## src/rtl/pipe_pkg.sv

```systemverilog
// Shared operand-select encodings and default widths for the ID/EXE operand stage.
package pipe_pkg;

    localparam int DATA_W_DEF = 32;
    localparam int ADDR_W_DEF = 5;
    localparam int CNT_W_DEF  = 16;

    localparam logic       A_SEL_RS    = 1'b0;
    localparam logic       A_SEL_SHAMT = 1'b1;

    // B_SEL_RT is a wildcard: any b_sel with bit 1 set selects forwarded rt.
    localparam logic [1:0] B_SEL_ZE16  = 2'b00;
    localparam logic [1:0] B_SEL_SE16  = 2'b01;
    localparam logic [1:0] B_SEL_RT    = 2'b1?;

endpackage

```

## src/rtl/exe_operand_stage_fwd_select.sv

```systemverilog
// Per-operand forwarding priority: r0 is zero, then non-load MEM result, then WB, then register file.
module fwd_select
    import pipe_pkg::*;
#(
    parameter int DATA_W = DATA_W_DEF,
    parameter int ADDR_W = ADDR_W_DEF
) (
    input  logic [ADDR_W-1:0] addr,
    input  logic [DATA_W-1:0] rf_value,
    input  logic              mem_wen,
    input  logic              mem_is_load,
    input  logic [ADDR_W-1:0] mem_waddr,
    input  logic [DATA_W-1:0] mem_wdata,
    input  logic              wb_wen,
    input  logic [ADDR_W-1:0] wb_waddr,
    input  logic [DATA_W-1:0] wb_wdata,
    output logic [DATA_W-1:0] value
);

    // Forwarding priority mux; a matching MEM load is not usable yet, so it falls through.
    always_comb begin
        value = rf_value;
        if (addr == {ADDR_W{1'b0}}) begin
            value = {DATA_W{1'b0}};
        end else if (mem_wen && (mem_waddr == addr) && !mem_is_load) begin
            value = mem_wdata;
        end else if (wb_wen && (wb_waddr == addr)) begin
            value = wb_wdata;
        end else begin
            value = rf_value;
        end
    end

endmodule

```

## src/rtl/exe_operand_stage.sv

```systemverilog
// Registered ID/EXE operand stage: ALU operand selection, MEM/WB forwarding,
// load-use hazard stalling with valid/ready flow control, flush and a saturating stall counter.
module exe_operand_stage
    import pipe_pkg::*;
#(
    parameter int DATA_W = DATA_W_DEF,
    parameter int ADDR_W = ADDR_W_DEF,
    parameter int CNT_W  = CNT_W_DEF
) (
    input  logic              clk,
    input  logic              rst,
    input  logic              in_valid,
    output logic              in_ready,
    input  logic [ADDR_W-1:0] rs_addr,
    input  logic [ADDR_W-1:0] rt_addr,
    input  logic [DATA_W-1:0] rs_value,
    input  logic [DATA_W-1:0] rt_value,
    input  logic              use_rs,
    input  logic              use_rt,
    input  logic [15:0]       imm16,
    input  logic [4:0]        shamt,
    input  logic              a_sel,
    input  logic [1:0]        b_sel,
    input  logic              mem_wen,
    input  logic              mem_is_load,
    input  logic [ADDR_W-1:0] mem_waddr,
    input  logic [DATA_W-1:0] mem_wdata,
    input  logic              wb_wen,
    input  logic [ADDR_W-1:0] wb_waddr,
    input  logic [DATA_W-1:0] wb_wdata,
    input  logic              flush,
    output logic              out_valid,
    input  logic              out_ready,
    output logic [DATA_W-1:0] a_out,
    output logic [DATA_W-1:0] b_out,
    output logic [DATA_W-1:0] rt_fwd_out,
    output logic [CNT_W-1:0]  stall_cnt
);

    logic [DATA_W-1:0] rs_fwd_s;
    logic [DATA_W-1:0] rt_fwd_s;
    logic [DATA_W-1:0] a_next_s;
    logic [DATA_W-1:0] b_next_s;
    logic              hazard_s;
    logic              capture_s;
    logic              out_valid_r;
    logic [DATA_W-1:0] a_out_r;
    logic [DATA_W-1:0] b_out_r;
    logic [DATA_W-1:0] rt_fwd_out_r;
    logic [CNT_W-1:0]  stall_cnt_r;

    fwd_select #(.DATA_W(DATA_W), .ADDR_W(ADDR_W)) u_fwd_rs (
        .addr        (rs_addr),
        .rf_value    (rs_value),
        .mem_wen     (mem_wen),
        .mem_is_load (mem_is_load),
        .mem_waddr   (mem_waddr),
        .mem_wdata   (mem_wdata),
        .wb_wen      (wb_wen),
        .wb_waddr    (wb_waddr),
        .wb_wdata    (wb_wdata),
        .value       (rs_fwd_s)
    );

    fwd_select #(.DATA_W(DATA_W), .ADDR_W(ADDR_W)) u_fwd_rt (
        .addr        (rt_addr),
        .rf_value    (rt_value),
        .mem_wen     (mem_wen),
        .mem_is_load (mem_is_load),
        .mem_waddr   (mem_waddr),
        .mem_wdata   (mem_wdata),
        .wb_wen      (wb_wen),
        .wb_waddr    (wb_waddr),
        .wb_wdata    (wb_wdata),
        .value       (rt_fwd_s)
    );

    // Load-use hazard detection and handshake qualification.
    always_comb begin
        hazard_s  = in_valid && mem_wen && mem_is_load && (mem_waddr != {ADDR_W{1'b0}}) &&
                    ((use_rs && (mem_waddr == rs_addr)) || (use_rt && (mem_waddr == rt_addr)));
        in_ready  = (!out_valid_r || out_ready) && !hazard_s && !rst;
        capture_s = in_valid && in_ready && !flush;
    end

    // Operand A select: forwarded rs or zero-extended shift amount.
    always_comb begin
        a_next_s = rs_fwd_s;
        case (a_sel)
            A_SEL_RS:    a_next_s = rs_fwd_s;
            A_SEL_SHAMT: a_next_s = {{(DATA_W-5){1'b0}}, shamt};
            default:     a_next_s = rs_fwd_s;
        endcase
    end

    // Operand B select: zero/sign-extended immediate or forwarded rt.
    always_comb begin
        b_next_s = rt_fwd_s;
        casez (b_sel)
            B_SEL_ZE16: b_next_s = {{(DATA_W-16){1'b0}}, imm16};
            B_SEL_SE16: b_next_s = {{(DATA_W-16){imm16[15]}}, imm16};
            B_SEL_RT:   b_next_s = rt_fwd_s;
            default:    b_next_s = rt_fwd_s;
        endcase
    end

    // Output register: capture, drain, flush and hold; flush never touches the stall counter.
    always_ff @(posedge clk) begin
        if (rst) begin
            out_valid_r  <= 1'b0;
            a_out_r      <= {DATA_W{1'b0}};
            b_out_r      <= {DATA_W{1'b0}};
            rt_fwd_out_r <= {DATA_W{1'b0}};
            stall_cnt_r  <= {CNT_W{1'b0}};
        end else begin
            if (hazard_s && (stall_cnt_r != {CNT_W{1'b1}})) begin
                stall_cnt_r <= stall_cnt_r + {{(CNT_W-1){1'b0}}, 1'b1};
            end
            if (capture_s) begin
                out_valid_r  <= 1'b1;
                a_out_r      <= a_next_s;
                b_out_r      <= b_next_s;
                rt_fwd_out_r <= rt_fwd_s;
            end else if (flush || out_ready) begin
                out_valid_r  <= 1'b0;
            end
        end
    end

    assign out_valid  = out_valid_r;
    assign a_out      = a_out_r;
    assign b_out      = b_out_r;
    assign rt_fwd_out = rt_fwd_out_r;
    assign stall_cnt  = stall_cnt_r;

endmodule

```

## config.mk

```make
export PLATFORM = sky130hd
export DESIGN_NAME = exe_operand_stage
export DESIGN_NICKNAME = d
export VERILOG_FILES = /design/src/rtl/pipe_pkg.sv /design/src/rtl/exe_operand_stage_fwd_select.sv /design/src/rtl/exe_operand_stage.sv
export SDC_FILE = /design/constraint.sdc
export NUM_CORES = 1
export LEC_CHECK = 0
export ABC_CLOCK_PERIOD_IN_PS = 3000
export CAP_MARGIN = 20
export CORE_MARGIN = 4
export CORE_UTILIZATION = 40
export DETAILED_ROUTE_END_ITERATION = 16
export PLACE_DENSITY = 0.88
export SYNTH_ARGS = -nofsm -noshare
export SYNTH_HDL_FRONTEND = slang
export SYNTH_SLANG_ARGS = --single-unit
```

## constraint.sdc

```tcl
create_clock -name clk -period 3 [get_ports clk]
set_clock_uncertainty 0.05 [all_clocks]
set_input_delay 0.9 -clock clk [delete_from_list [all_inputs] [get_ports clk]]
set_output_delay 0.9 -clock clk [all_outputs]
set_load 0.03 [all_outputs]
```

==> results.cfg <==
[run_status]
status = completed

[layout]
fin_cells = 1285
nNetsFinal = 1275
syn_to_final_growth_pct = 76.3
num_antenna_cells = 0
seq_area_sq_mm = 0.00226
final_common_cell = clkdlybuf4s50_1
drive_gt1_share_pct = 15.4
nFillCells = 1062
mostFrequentLayoutCells = 277 x clkdlybuf4s50_1, 113 x dfxtp_1, 88 x buf_4
multiInputGateArea_sq_mm = 0.00340

[global_routing]
grt_pass1_vias = 7726
grt-ovfl-total = 0
grt_use_total_pct = 31.7
antenna_found_initial = 0
grt_pass1_wl_mm = 40.9
met1_usage_pct = 34.6
use_met3_pct = 8.68
top_usage_layer = met2
grt_max_degree = 41
met2_usage_pct = 55.0

[sta]
finalMaxSlewViolations = 0
final_hold_viol_count = 0
max_freq_mhz = 338
worst_pin_slew_ns = 1.01
period_minus_slack_ns = 2.96
finalSetupViolCount = 0
slew_headroom_pct = 32.3
period_share_pct = 98.7

[drt]
vias_per_cell = 5.94
wl_per_cell_microns = 21.1
drcViolationCount = 0
final_antenna_net_count = 0
vias = 7637
routed_wl_mm = 27.1
dr.first_iter.drc_count = 736
drt-pass1-iter-count = 5

[clocking]
htreeDepth = 4
cts.sinks = 113
cts_tree = yes
cts_made_buffers = 17
hold_buffers = 0
clk_pin_slew_worst_paths_ns = 0.05
clk_path_buf_depth = 2
insertion_delay_ns = 0.42
root_buffer = clkbuf_16

[floorplan]
coreArea_sq_mm = 0.0141
rows = 43
die_area_sq_mm = 0.0166
initial_utilization_pct = 41.3
dieHeight_microns = 129
die_w_microns = 129
pin_count = 296

[logic_synthesis]
synth_simple_gate_area_share_pct = 24.3
synth_top_family_by_area = compound AO/OA/AOI/OAI gates
synth-edff-count = 0
syn_inst = 744
seq_area_frac_synth_pct = 38.8
synth-async-reset-ratio_pct = 0
synthXorXnorAreaFrac_pct = 3.61
synth_seq_cells = 113
synth_compound_area_share_pct = 27.8
synth.distinct_cells = 46
avgSynthCellArea_sq_um = 7.83
syn_area_sq_mm = 0.00583
synthAdderAreaFrac_pct = 0.215
yosys_warnings = 0
syn_nets = 927
ys.flop_type = dfxtp_1
synthMuxAreaShare_pct = 0.172

[flow_run]
drv_cap = 0

[power]
leakage_uw = 0.00392
ir_worst_vdd_uv = 397
combPwrFrac_pct = 22.9
power.share.switching_pct = 28.9
power_density_mw_per_mm2 = 446
internal_power_uw = 3250
pwr-share-clk_pct = 42.0
pwr-share-seq_pct = 35.1
p_sw_uw = 1320
finalPower_uw = 4580

[critical_path]
critPathKind = input port to output pin
critPathCaptureType = output pin
cp_max_fo = 3
cp-start-kind = input port
arrival_ns = 2.01
worst_ep_required_time_ns = 2.05

[place]
gp_congestion = 0.924
dpl.cell_count = 1251
port_buffers = 295
hpwl_mm = 20.5

[min_path]
hp-class = flip-flop to flip-flop
## final timing paths
check | from | end | slack, ns | cells after the start
worst min register to register | rt_fwd_out[22]$_SDFFE_PP0P_ | rt_fwd_out[22]$_SDFFE_PP0P_ | 0.43 | 1
worst max-delay path | rs_addr[2] | in_ready | 0.04 | 6
worst max register to register | out_valid$_SDFFE_PP0P_ | a_out[17]$_SDFFE_PP0P_ | 0.82 | 5
worst min-delay path | rt_fwd_out[22]$_SDFFE_PP0P_ | rt_fwd_out[22]$_SDFFE_PP0P_ | 0.43 | 1
## registers in the layout, indices dropped and copies added, names as in the netlist
register	count
stall_cnt	16
a_out	32
b_out	32
out_valid	1
rt_fwd_out	32
## Yosys cell counts, drive strengths merged (2+ instances only)
library cell | instances | share of area [%]
a211oi | 4 | 0.52
a21o | 2 | 0.26
a21oi | 28 | 2.5
a221oi | 12 | 1.8
a22o | 59 | 8.9
a311o | 5 | 0.86
a311oi | 5 | 0.75
a31o | 2 | 0.30
a31oi | 61 | 6.6
and3 | 5 | 0.54
and4 | 3 | 0.45
buf | 23 | 1.9
clkbuf | 42 | 2.7
dfxtp | 113 | 39
inv | 6 | 0.39
nand2 | 87 | 5.6
nand3 | 12 | 1.0
nand4 | 34 | 3.7
nor2 | 84 | 5.5
nor2b | 2 | 0.21
nor3 | 56 | 4.8
nor4 | 3 | 0.32
o21a | 3 | 0.39
o21ai | 42 | 3.6
o221a | 4 | 0.77
or3 | 8 | 0.86
or4 | 3 | 0.39
or4b | 2 | 0.41
xnor2 | 17 | 2.6
xor2 | 7 | 1.1
## stage by stage
step / setup slack [ns] / area [sq um] / hold slack, ns / utilization, % / TNS (ns)
6_report: 0.0400 / 10300 / 0.428 / 72.8 / 0
5_1_grt: -0.0274 / 10300 / 0.438 / 72.8 / -0.0274
4_1_cts: -0.0475 / 10200 / 0.428 / 72.6 / -0.0475
3_5_place_dp: -0.812 / 9640 / 0.413 / 68.4 / -46.30
3_3_place_gp: -0.792 / 9640 / 0.410 / 68.4 / -41.27
2_1_floorplan: 0.160 / 5830 / 0.560 / - / 0
## kinds of logic after synthesis
| kind of cell | Yosys count |
|---|---|
| fa+ha+maj | 1 |
| compound gates | 230 |
| buf+inv | 72 |
| flops | 113 |
| xor+xnor | 24 |
| simple gates | 303 |
| mux | 1 |
## cell type report
type,count,share of cell area (%)
inverters,7,0.256
well taps,180,2.19
clock buffers,20,4.35
repair buffers,394,37.0
clock inverters,12,1.07
flip-flops and latches,113,22.0
multi-input cells,559,33.1
## power by group through the flow
stage / logic [uW] / registers (uW) / clock network [uW]
floorplan: 285 / 1760 / 0
global placement: 1010 / 1630 / 0
detailed placement: 1020 / 1640 / 0
CTS: 1030 / 1600 / 1930
global route: 1100 / 1610 / 2010
finish: 1050 / 1600 / 1920
## critical path, stage by stage
cell and delay, ns:
clkbuf_2 0.12, xnor2_2 0.22, nand3_2 0.14, o32ai_4 0.33, a211oi_2 0.11, buf_4 0.18
## layer usage
metal	routed length, microns	vias up
met2	13200	486
li1	-	3496
met5	0	-
met4	1560	0
met3	2700	101
met1	9610	3554
## what timing repair did
| action | CTS | global route |
|---|---|---|
| gates resized for setup | 32 | 24 |
| pin swaps | 7 | 11 |
| setup buffers | 1 | 1 |
| setup endpoints to repair | 38 | 10 |
| gates cloned | 0 | 0 |
| hold endpoints to repair | 0 | 0 |
Note: power is estimated with default switching activity, not from simulation.
